<file path="src/rtl/spi_define.sv">
// -----------------------------------------------------------------------------
// spi_define
// Shared definitions for the SPI flash read sequencer: the sequencer state
// encoding, the transfer-size (DTB) codes understood by the SPI core, the
// fill patterns shifted out while the flash is not listening, and the width
// of the chip-select setup/hold timer.
// -----------------------------------------------------------------------------
package spi_define;

   typedef enum logic [2:0] {
      IDLE,
      CSS,
      CMD,
      DUMMY,
      DATA,
      CSH,
      DONE
   } spi_seq_state_e;

   // Transfer size codes: 00 = one byte, 11 = four bytes
   localparam logic [1:0] SPI_DTB_8  = 2'b00;
   localparam logic [1:0] SPI_DTB_32 = 2'b11;

   // Patterns driven on MOSI during dummy bytes and data-phase words
   localparam logic [31:0] SPI_DUMMY_FILL = 32'h0000_00FF;
   localparam logic [31:0] SPI_DATA_FILL  = 32'hFFFF_FFFF;

   // Width of the CS setup/hold counter
   localparam int SPI_CS_TIMER_W = 8;

endpackage

</file>
<file path="src/rtl/spi_seq_cstimer.sv">
// -----------------------------------------------------------------------------
// spi_seq_cstimer
// Loadable down-counter that times the chip-select setup and hold windows.
// Loading value N makes done_o rise on the N-th enabled cycle after the load,
// so the owning state lasts exactly N cycles when it leaves on done_o.
//
// Ports:
//   clk_i       clock
//   rst_n_i     asynchronous active-low reset
//   load_i      load load_val_i (takes priority over counting)
//   load_val_i  cycle count to time, must be >= 1
//   en_i        count down this cycle
//   done_o      the current cycle is the last one of the window
// -----------------------------------------------------------------------------
module spi_seq_cstimer #(
   parameter int WIDTH = 8
) (
   input  logic             clk_i,
   input  logic             rst_n_i,
   input  logic             load_i,
   input  logic [WIDTH-1:0] load_val_i,
   input  logic             en_i,
   output logic             done_o
);

   logic [WIDTH-1:0] count_q;

   // Stops at zero so an idle timer never wraps into a spurious done
   always_ff @(posedge clk_i or negedge rst_n_i) begin
      if (!rst_n_i) begin
         count_q <= '0;
      end else if (load_i) begin
         count_q <= load_val_i;
      end else if (en_i && (count_q != '0)) begin
         count_q <= count_q - 1'b1;
      end
   end

   assign done_o = (count_q == WIDTH'(1));

endmodule

</file>
<file path="src/rtl/spi_flash_seq.sv">
// -----------------------------------------------------------------------------
// spi_flash_seq
// Flash read-command sequencer in front of the SPI transfer engine. Accepts
// one read request, holds CS low and issues: command + 24-bit address (one
// 4-byte word), N dummy bytes, then M 4-byte data words. Data-phase RX words
// pass straight through to the requester, whose ready throttles the core.
// Only one transfer is ever outstanding: the next TX word waits for the RX
// word of the previous one.
//
// Ports:
//   clk_i, rst_n_i             clock, asynchronous active-low reset
//   req_*                      read request (valid/ready, cmd, addr, dummy, len)
//   abort_i                    terminate the current frame
//   rd_valid_o/rd_ready_i      read data handshake, rd_data_o
//   done_o, err_o              end-of-frame pulse, err_o marks an aborted frame
//   tx_valid_o/tx_ready_i      TX word to the core, tx_data_o, dtb_o size code
//   rx_valid_i/rx_ready_o      RX word from the core, rx_data_i
//   nss_o                      chip-select, active low
// -----------------------------------------------------------------------------
module spi_flash_seq
   import spi_define::*;
#(
   parameter int LEN_WIDTH = 16,
   parameter int CSS_CYC   = 2,
   parameter int CSH_CYC   = 2
) (
   input  logic                 clk_i,
   input  logic                 rst_n_i,
   input  logic                 req_valid_i,
   output logic                 req_ready_o,
   input  logic [7:0]           req_cmd_i,
   input  logic [23:0]          req_addr_i,
   input  logic [3:0]           req_dummy_i,
   input  logic [LEN_WIDTH-1:0] req_len_i,
   input  logic                 abort_i,
   output logic                 rd_valid_o,
   input  logic                 rd_ready_i,
   output logic [31:0]          rd_data_o,
   output logic                 done_o,
   output logic                 err_o,
   output logic                 tx_valid_o,
   input  logic                 tx_ready_i,
   output logic [31:0]          tx_data_o,
   output logic [1:0]           dtb_o,
   input  logic                 rx_valid_i,
   output logic                 rx_ready_o,
   input  logic [31:0]          rx_data_i,
   output logic                 nss_o
);

   localparam int TW = SPI_CS_TIMER_W;

   spi_seq_state_e         state_q, state_d;
   logic [7:0]             cmd_q;
   logic [23:0]            addr_q;
   logic [3:0]             dummy_cnt_q;
   logic [LEN_WIDTH-1:0]   word_cnt_q;
   logic                   in_flight_q, in_flight_d;
   logic                   abort_q, abort_d;
   logic                   err_q;
   logic                   tx_hs, rx_hs, active, abort_now;
   logic                   timer_load, timer_done;
   logic [TW-1:0]          timer_val;

   spi_seq_cstimer #(.WIDTH(TW)) u_cstimer (
      .clk_i      (clk_i),
      .rst_n_i    (rst_n_i),
      .load_i     (timer_load),
      .load_val_i (timer_val),
      .en_i       ((state_q == CSS) || (state_q == CSH)),
      .done_o     (timer_done)
   );

   // Output decode and next-state logic. While an abort is being wound down
   // no new TX word is offered and the outstanding RX word, if any, is
   // swallowed regardless of the requester's ready. Once the abort has been
   // seen and nothing is outstanding the frame goes straight to CS hold.
   always_comb begin
      req_ready_o = 1'b0;
      nss_o       = 1'b1;
      tx_valid_o  = 1'b0;
      tx_data_o   = '0;
      dtb_o       = SPI_DTB_8;
      rx_ready_o  = 1'b0;
      rd_valid_o  = 1'b0;
      rd_data_o   = '0;
      done_o      = 1'b0;
      err_o       = 1'b0;

      case (state_q)
         IDLE: req_ready_o = 1'b1;
         CSS:  nss_o = 1'b0;
         CMD: begin
            nss_o      = 1'b0;
            tx_data_o  = {cmd_q, addr_q};
            dtb_o      = SPI_DTB_32;
            tx_valid_o = !in_flight_q && !abort_q;
            rx_ready_o = in_flight_q;
         end
         DUMMY: begin
            nss_o      = 1'b0;
            tx_data_o  = SPI_DUMMY_FILL;
            dtb_o      = SPI_DTB_8;
            tx_valid_o = !in_flight_q && !abort_q;
            rx_ready_o = in_flight_q;
         end
         DATA: begin
            nss_o      = 1'b0;
            tx_data_o  = SPI_DATA_FILL;
            dtb_o      = SPI_DTB_32;
            tx_valid_o = !in_flight_q && !abort_q;
            rx_ready_o = in_flight_q && (abort_q || rd_ready_i);
            rd_valid_o = in_flight_q && !abort_q && rx_valid_i;
            rd_data_o  = rx_data_i;
         end
         CSH:  nss_o = 1'b0;
         DONE: begin
            done_o = 1'b1;
            err_o  = err_q;
         end
         default: ;
      endcase

      tx_hs     = tx_valid_o && tx_ready_i;
      rx_hs     = rx_valid_i && rx_ready_o;
      active    = (state_q == CSS) || (state_q == CMD) ||
                  (state_q == DUMMY) || (state_q == DATA);
      abort_now = active && abort_i;

      in_flight_d = in_flight_q;
      if (tx_hs) in_flight_d = 1'b1;
      if (rx_hs) in_flight_d = 1'b0;

      state_d = state_q;
      case (state_q)
         IDLE:  if (req_valid_i) state_d = CSS;
         CSS:   if (timer_done) state_d = CMD;
         CMD: begin
            if (rx_hs) begin
               if (dummy_cnt_q != '0)     state_d = DUMMY;
               else if (word_cnt_q != '0) state_d = DATA;
               else                       state_d = CSH;
            end
         end
         DUMMY: begin
            if (rx_hs && (dummy_cnt_q == 4'd1)) begin
               state_d = (word_cnt_q != '0) ? DATA : CSH;
            end
         end
         DATA:  if (rx_hs && (word_cnt_q == LEN_WIDTH'(1))) state_d = CSH;
         CSH:   if (timer_done) state_d = DONE;
         DONE:  state_d = IDLE;
         default: state_d = IDLE;
      endcase

      if (active && (abort_q || abort_now)) begin
         state_d = in_flight_d ? state_q : CSH;
      end

      abort_d = (abort_q || abort_now) &&
                ((state_d == CSS) || (state_d == CMD) ||
                 (state_d == DUMMY) || (state_d == DATA));

      timer_load = ((state_d == CSS) && (state_q != CSS)) ||
                   ((state_d == CSH) && (state_q != CSH));
      timer_val  = (state_d == CSS) ? TW'(CSS_CYC) : TW'(CSH_CYC);
   end

   // State register plus the latched request and its phase counters
   always_ff @(posedge clk_i or negedge rst_n_i) begin
      if (!rst_n_i) begin
         state_q     <= IDLE;
         cmd_q       <= '0;
         addr_q      <= '0;
         dummy_cnt_q <= '0;
         word_cnt_q  <= '0;
         in_flight_q <= 1'b0;
         abort_q     <= 1'b0;
         err_q       <= 1'b0;
      end else begin
         state_q     <= state_d;
         in_flight_q <= in_flight_d;
         abort_q     <= abort_d;
         if (state_q == IDLE) begin
            err_q <= 1'b0;
            if (req_valid_i) begin
               cmd_q       <= req_cmd_i;
               addr_q      <= req_addr_i;
               dummy_cnt_q <= req_dummy_i;
               word_cnt_q  <= req_len_i;
            end
         end else if (abort_now) begin
            err_q <= 1'b1;
         end
         if ((state_q == DUMMY) && rx_hs) dummy_cnt_q <= dummy_cnt_q - 4'd1;
         if ((state_q == DATA) && rx_hs)  word_cnt_q  <= word_cnt_q - LEN_WIDTH'(1);
      end
   end

endmodule

</file>
<file path="config.mk">
export PLATFORM = sky130hd
export DESIGN_NAME = spi_flash_seq
export DESIGN_NICKNAME = d
export VERILOG_FILES = /design/src/rtl/spi_define.sv /design/src/rtl/spi_seq_cstimer.sv /design/src/rtl/spi_flash_seq.sv
export SDC_FILE = /design/constraint.sdc
export NUM_CORES = 1
export LEC_CHECK = 0
export ABC_CLOCK_PERIOD_IN_PS = 3770
export BUFFER_PORTS_ARGS = -buffer_cell sky130_fd_sc_hd__buf_2
export CELL_PAD_IN_SITES_DETAIL_PLACEMENT = 1
export CELL_PAD_IN_SITES_GLOBAL_PLACEMENT = 1
export CORE_ASPECT_RATIO = 1.2
export CORE_MARGIN = 2
export CORE_UTILIZATION = 37
export CTS_BUF_LIST = sky130_fd_sc_hd__clkbuf_16
export DETAILED_ROUTE_END_ITERATION = 10
export GPL_ROUTABILITY_DRIVEN = 0
export PLACE_DENSITY_LB_ADDON = 0.1
export SKIP_CTS_REPAIR_TIMING = 1
export SLEW_MARGIN = 20
export SYNTH_ARGS = -nofsm -noshare
export SYNTH_HDL_FRONTEND = slang
export SYNTH_SLANG_ARGS = --single-unit
</file>
<file path="constraint.sdc">
create_clock -name clk_i -period 3.77 [get_ports clk_i]
set_clock_uncertainty 0.1 [all_clocks]
set_input_delay 0.754 -clock clk_i [delete_from_list [all_inputs] [get_ports clk_i]]
set_output_delay 0.754 -clock clk_i [all_outputs]
set_load 0.02 [all_outputs]
</file>
# Word-level counts from Yosys, hierarchy flattened
# Index checks and enable logic that the tools add are counted.
[op_classes]
mux = 33
reduce_logical = 45
n_addsub = 3
n_eq_ne = 16
[op_table]
columns = ["op", "count"]
rows = [
  ["32-bit case mux with 3 select lines", 1],
  ["16-bit 2-to-1 mux", 3],
  ["32-bit 2-to-1 mux", 1],
  ["3-bit 2-to-1 mux", 9],
  ["3-bit case mux with 6 select lines", 1],
  ["16-bit by 1-bit equality test with 1-bit output, second input constant", 1],
  ["1-bit logical AND", 16],
  ["8-bit 2-to-1 mux", 2],
  ["16-bit nonzero test", 1],
  ["16-bit by 1-bit subtractor with 16-bit output, second input constant", 1],
  ["3-bit equality test, second input constant", 5],
  ["3-bit by 2-bit equality test with 1-bit output, second input constant", 4],
  ["4-bit 2-to-1 mux", 3],
  ["2-bit nonzero test", 6],
  ["1-bit 2-to-1 mux", 11],
  ["1-bit logical OR", 10],
  ["8-bit by 1-bit equality test with 1-bit output, second input constant", 1],
  ["8-bit nonzero test", 1],
  ["8-bit by 1-bit subtractor with 8-bit output, second input constant", 1],
  ["3-bit by 1-bit equality test with 1-bit output, second input constant", 2],
  ["2-bit AND reduction", 3],
  ["5-bit OR reduction", 1],
  ["4-bit by 1-bit equality test with 1-bit output, second input constant", 1],
  ["4-bit nonzero test", 1],
  ["9 further kinds", 11],
]
[totals]
input_bits = 91
word_cells = 106
register_bits = 66
output_inout_bits = 73

# Logic depth before layout (Yosys ltp)
[depth]
depth_word = 13
mapped_depth = 9
mapped_depth_nobuf = 8

# Modules after synthesis
# From an unflattened synthesis, not the netlist that was laid out.
[unflattened]
hier_cells = 507
hier_area_um2 = 4060.1
[modules_own_cells]
columns = ["module", "cells_per_inst", "n_inst", "area_per_inst_um2", "seq_area_each_um2"]
rows = [
  ["spi_flash_seq", 452, 1, 3519.6, 1451.4],
  ["spi_seq_cstimer", 55, 1, 540.5, 200.2],
]

# Least setup slack after synthesis
# No wires, ideal clock.
[synth_path]
kind = "register -> output"
start = "register state_q[1]"
end = "output port dtb_o[1]"
arrival_ps = 1846
stages_incl_launch_ff = 6
t_required_ps = 2916
path_buffers = 3
setup_slack_ps = 1070
path_cell_list = "dfrtp_1 clkbuf_1 nand2b_1 clkbuf_1 o21ai_0 buf_4"
[synth_between]
elab_chain_len = 3
elab_cells_between_ends = 4
classes_between = "eq/ne: 2; mux: 1; reduce/logical: 1"
[synth_rtl]
columns = ["element", "line_no", "rtl"]
rows = [
  ["start, declared", "spi_flash_seq.sv:53", "spi_seq_state_e state_q, state_d;"],
  ["start signal, assigned", "spi_flash_seq.sv:181", "state_q <= state_d;"],
  ["3-bit by 2-bit equality test with 1-bit output or 3-bit equality test (tied branches)", "spi_flash_seq.sv:90", "case (state_q)"],
  ["2-bit OR reduction (no source line) (*)", "n/a", ""],
  ["2-bit 2-to-1 mux (*)", "spi_flash_seq.sv:90", ""],
  ["end, declared", "spi_flash_seq.sv:44", "output logic [1:0] dtb_o,"],
]
# Mark *: on every way between the ends. The rest lies on a longest branch, timed or not.

# Worst setup path in the final report
[layout_path]
start = "register state_q[2]"
end = "output port dtb_o[1]"
# Same word-level chain as after synthesis.

==> flow_metrics.tcl <==
set metrics [dict create \
    outcome "finished, final reports clean" \
    fill_cells 1326 \
    p_seq_frac 0.348 \
    slew_headroom 0.393 \
    slowest_delay_ps 680 \
    muxShareOfSynthArea 0.00255 \
    routedWlPerCell_um 15.6 \
    grt_max_degree 51 \
    rsz0062_at_grt "false" \
    ys_seq_elements 66 \
    final_area_um2 5160 \
    startpoint_type "flip-flop" \
    crit_type "flip-flop to output port" \
    area_delta_synth_final_pct 31.7 \
    crit_slowest_cell "dfrtp_1" \
    h-tree-depth 3 \
    end_kind "output port" \
    synth_compound_area_frac 0.142 \
    ys_warn_count 0 \
    track_usage 0.218 \
    cts_tree "done" \
    drive_gt1_frac 0.300 \
    combPwrFrac 0.423 \
    cp.required_ps 2920 \
    yosys.area_share.xor_xnor 0.0134 \
    die_h_um 117 \
    switching_share 0.425 \
    hold_viol 0 \
    period_needed_ps 3100 \
    portBuffers 163 \
    hold_slack_ps 379 \
    grt_pass1_wl_um 20100 \
    cts-buffers-inserted 9 \
    drv_cap 0 \
    path_max_fanout 33 \
    grt_pass1_vias 4061 \
    worstPathCellList "or3b_1 > buf_4 > o21ai_0 > buf_2" \
    num_rows 41 \
    dr_total_vias 4027 \
    synth_top_family_by_area "simple AND/OR/NAND/NOR gates" \
    clkLatencyLatePin_ps 330 \
    slew_viol_final 0 \
    ys_seq_area_frac 0.421 \
    drt_wl_total_um 12300 \
    n_antenna_cell 0 \
    cts_root_buffer "clkbuf_16" \
    fin_nets 754 \
    ys_types 58 \
    max_freq_mhz 323 \
    syn_area_per_cell_um2 7.82 \
    setup_viol 0 \
    hold_class "flip-flop to flip-flop" \
    grt.overflow.total 0 \
    syn-cell-area_um2 3920 \
    cts_num_sinks 66 \
    synth_edf_count 0 \
    p_int_mw 2.26 \
    p_switching_mw 1.67 \
    cp.arrival_ps 2240 \
    async_flop_share 1.00 \
    antenna_found_initial 0 \
    ant_nets 0 \
    period_share 0.822 \
    cts_buffer_depth 2 \
    clk_pin_slew_ps 60 \
    worstMarginPinSlew_ps 910 \
    synth-main-ff-cell "dfrtp_1" \
    drc_errors 0 \
    pin_count 164 \
    synth-simple-area-share 0.355 \
    powerDensity_nw_per_um2 761 \
    p_clk_frac 0.229 \
    dpl_cell_area_um2 4840 \
    netlist_instances 501 \
    hpwlAfterDp_um 9000 \
    start_util 0.376 \
    core-area_um2 10400 \
    synthAdderAreaFrac 0.0255 \
    cellLeakagePower_nw 2.81 \
    die_area_um2 11400 \
    first_pass_iters 4 \
    syn_nets 600 \
    vdd_drop_max_v 0.000324 \
    tns_ps 0 \
    chipWidth_um 97.9 \
    drtIter0Drc 111 \
    viasPerCell 5.11 \
    final_util 0.495 \
]
-- layout make-up --
class                      count  area (um^2)  share of cell area
clock inverter                 6         90.1              0.0175
timing repair buffer         172          883               0.171
sequential                    66         1650               0.320
clock buffer                   9          225              0.0436
inverter                      10         37.5             0.00727
multi-input combinational    396         2110               0.409
tap                          129          161              0.0313
-- kinds of logic (layout without fill, tap and decap cells) --
kind of cell / after synthesis / in the layout
muxes: 1 / 1
and+or+nand+nor: 302 / 302
adders and majority gates: 8 / 8
DFF: 66 / 66
buffers and inverters: 39 / 197
AOI/OAI and AO/OA: 79 / 79
xor gates and xnor gates: 6 / 6
-- synthesized netlist by cell type (all sizes together), types with 2 or more instances --
library cell	count	area share
nand3b	2	0.0038
inv	10	0.0096
or2	2	0.0032
a211oi	4	0.0077
o311ai	2	0.0045
buf	8	0.011
nor4	4	0.010
nand4	4	0.0064
dfrtp	66	0.42
o211ai	9	0.017
a31oi	3	0.0048
nor3	11	0.018
nor2b	4	0.0064
o221ai	2	0.0045
and2	37	0.059
nor2	41	0.039
clkbuf	21	0.020
a21oi	14	0.018
xnor2	3	0.0067
or3	2	0.0032
a311oi	6	0.013
xor2	3	0.0067
or4	3	0.0057
o41ai	2	0.0064
ha	8	0.026
nor3b	2	0.0051
o31ai	4	0.0077
o21ai	18	0.023
nand3	10	0.013
nand2b	6	0.0096
nand2	170	0.16
-- path summary, 6_finish.rpt --
| kind | from | endpoint | slack (ps) | cells after the start |
|---|---|---|---|---|
| worst max-delay path | state_q[2] | dtb_o[1] | 670 | 4 |
| worst min-delay path | addr_q[5] | addr_q[5] | 380 | 2 |
| worst max register to register | state_q[2] | u_cstimer.count_q[1] | 1000 | 7 |
| worst min register to register | addr_q[5] | addr_q[5] | 380 | 2 |
| max in group asynchronous | rst_n_i | u_cstimer.count_q[0] | 2340 | 2 |
| min in group asynchronous | rst_n_i | addr_q[3] | 450 | 1 |
-- placed cells by master (no fill, tap or decap), types with 2 or more instances in the layout --
cell,n
clkbuf_16,9
nor2b_1,4
nor4_1,3
nand3_1,10
nand2b_1,6
o221ai_1,2
nand2_1,170
a31oi_1,3
a311oi_1,6
or2_2,2
inv_1,10
nor2_1,41
or4_1,3
buf_4,9
a211oi_1,4
buf_2,163
nand3b_1,2
a21oi_1,14
ha_1,8
xnor2_1,3
o21ai_0,18
bufinv_16,2
nor3_1,9
dfrtp_1,66
xor2_1,3
o31ai_1,4
and2_1,36
o211ai_1,9
nand4_1,4
o311ai_0,2
or3_1,2
-- flip-flops by register name (all words and copies together) (netlist names) --
signal             cells
u_cstimer.count_q      8
cmd_q                  8
dummy_cnt_q            4
addr_q                24
in_flight_q            1
word_cnt_q            16
abort_q                1
state_q                3
err_q                  1
-- per-stage QoR --
stage / instances / worst slack (ps) / power [mW]
4_1_cts: 788 / 692 / 3.97
3_3_place_gp: 773 / 1140 / 2.96
2_1_floorplan: 501 / 1070 / 2.49
6_report: 788 / 672 / 3.93
3_5_place_dp: 773 / 1030 / 3.04
5_1_grt: 788 / 480 / 4.23
-- metal layers --
| metal | share of wire | vias up | global-route usage | wire length (um) |
|---|---|---|---|---|
| li1 | - | 1991 | - | - |
| met1 | 0.42 | 1948 | 0.268 | 5210 |
| met2 | 0.52 | 82 | 0.387 | 6470 |
| met3 | 0.045 | 6 | 0.0479 | 557 |
| met4 | 0.0074 | 0 | 0.0648 | 91 |
| met5 | 0 | - | 0 | 0 |
-- power by group through the flow --
stage	Clock [mW]	Sequential (mW)	Combinational, mW
3_5_place_dp	0	1.37	1.67
6_report	0.899	1.37	1.66
5_1_grt	0.952	1.42	1.86
4_1_cts	0.917	1.37	1.68
2_1_floorplan	0	1.25	1.24
3_3_place_gp	0	1.36	1.60
-- critical path: cells and delay by family (launching register included) --
kind | cells | cell delay [ps]
buffers and inverters | 2 | 520
and+or+nand+nor | 1 | 520
DFF | 1 | 680
AOI/OAI and AO/OA | 1 | 190
Power figures use the tool's default switching activity.
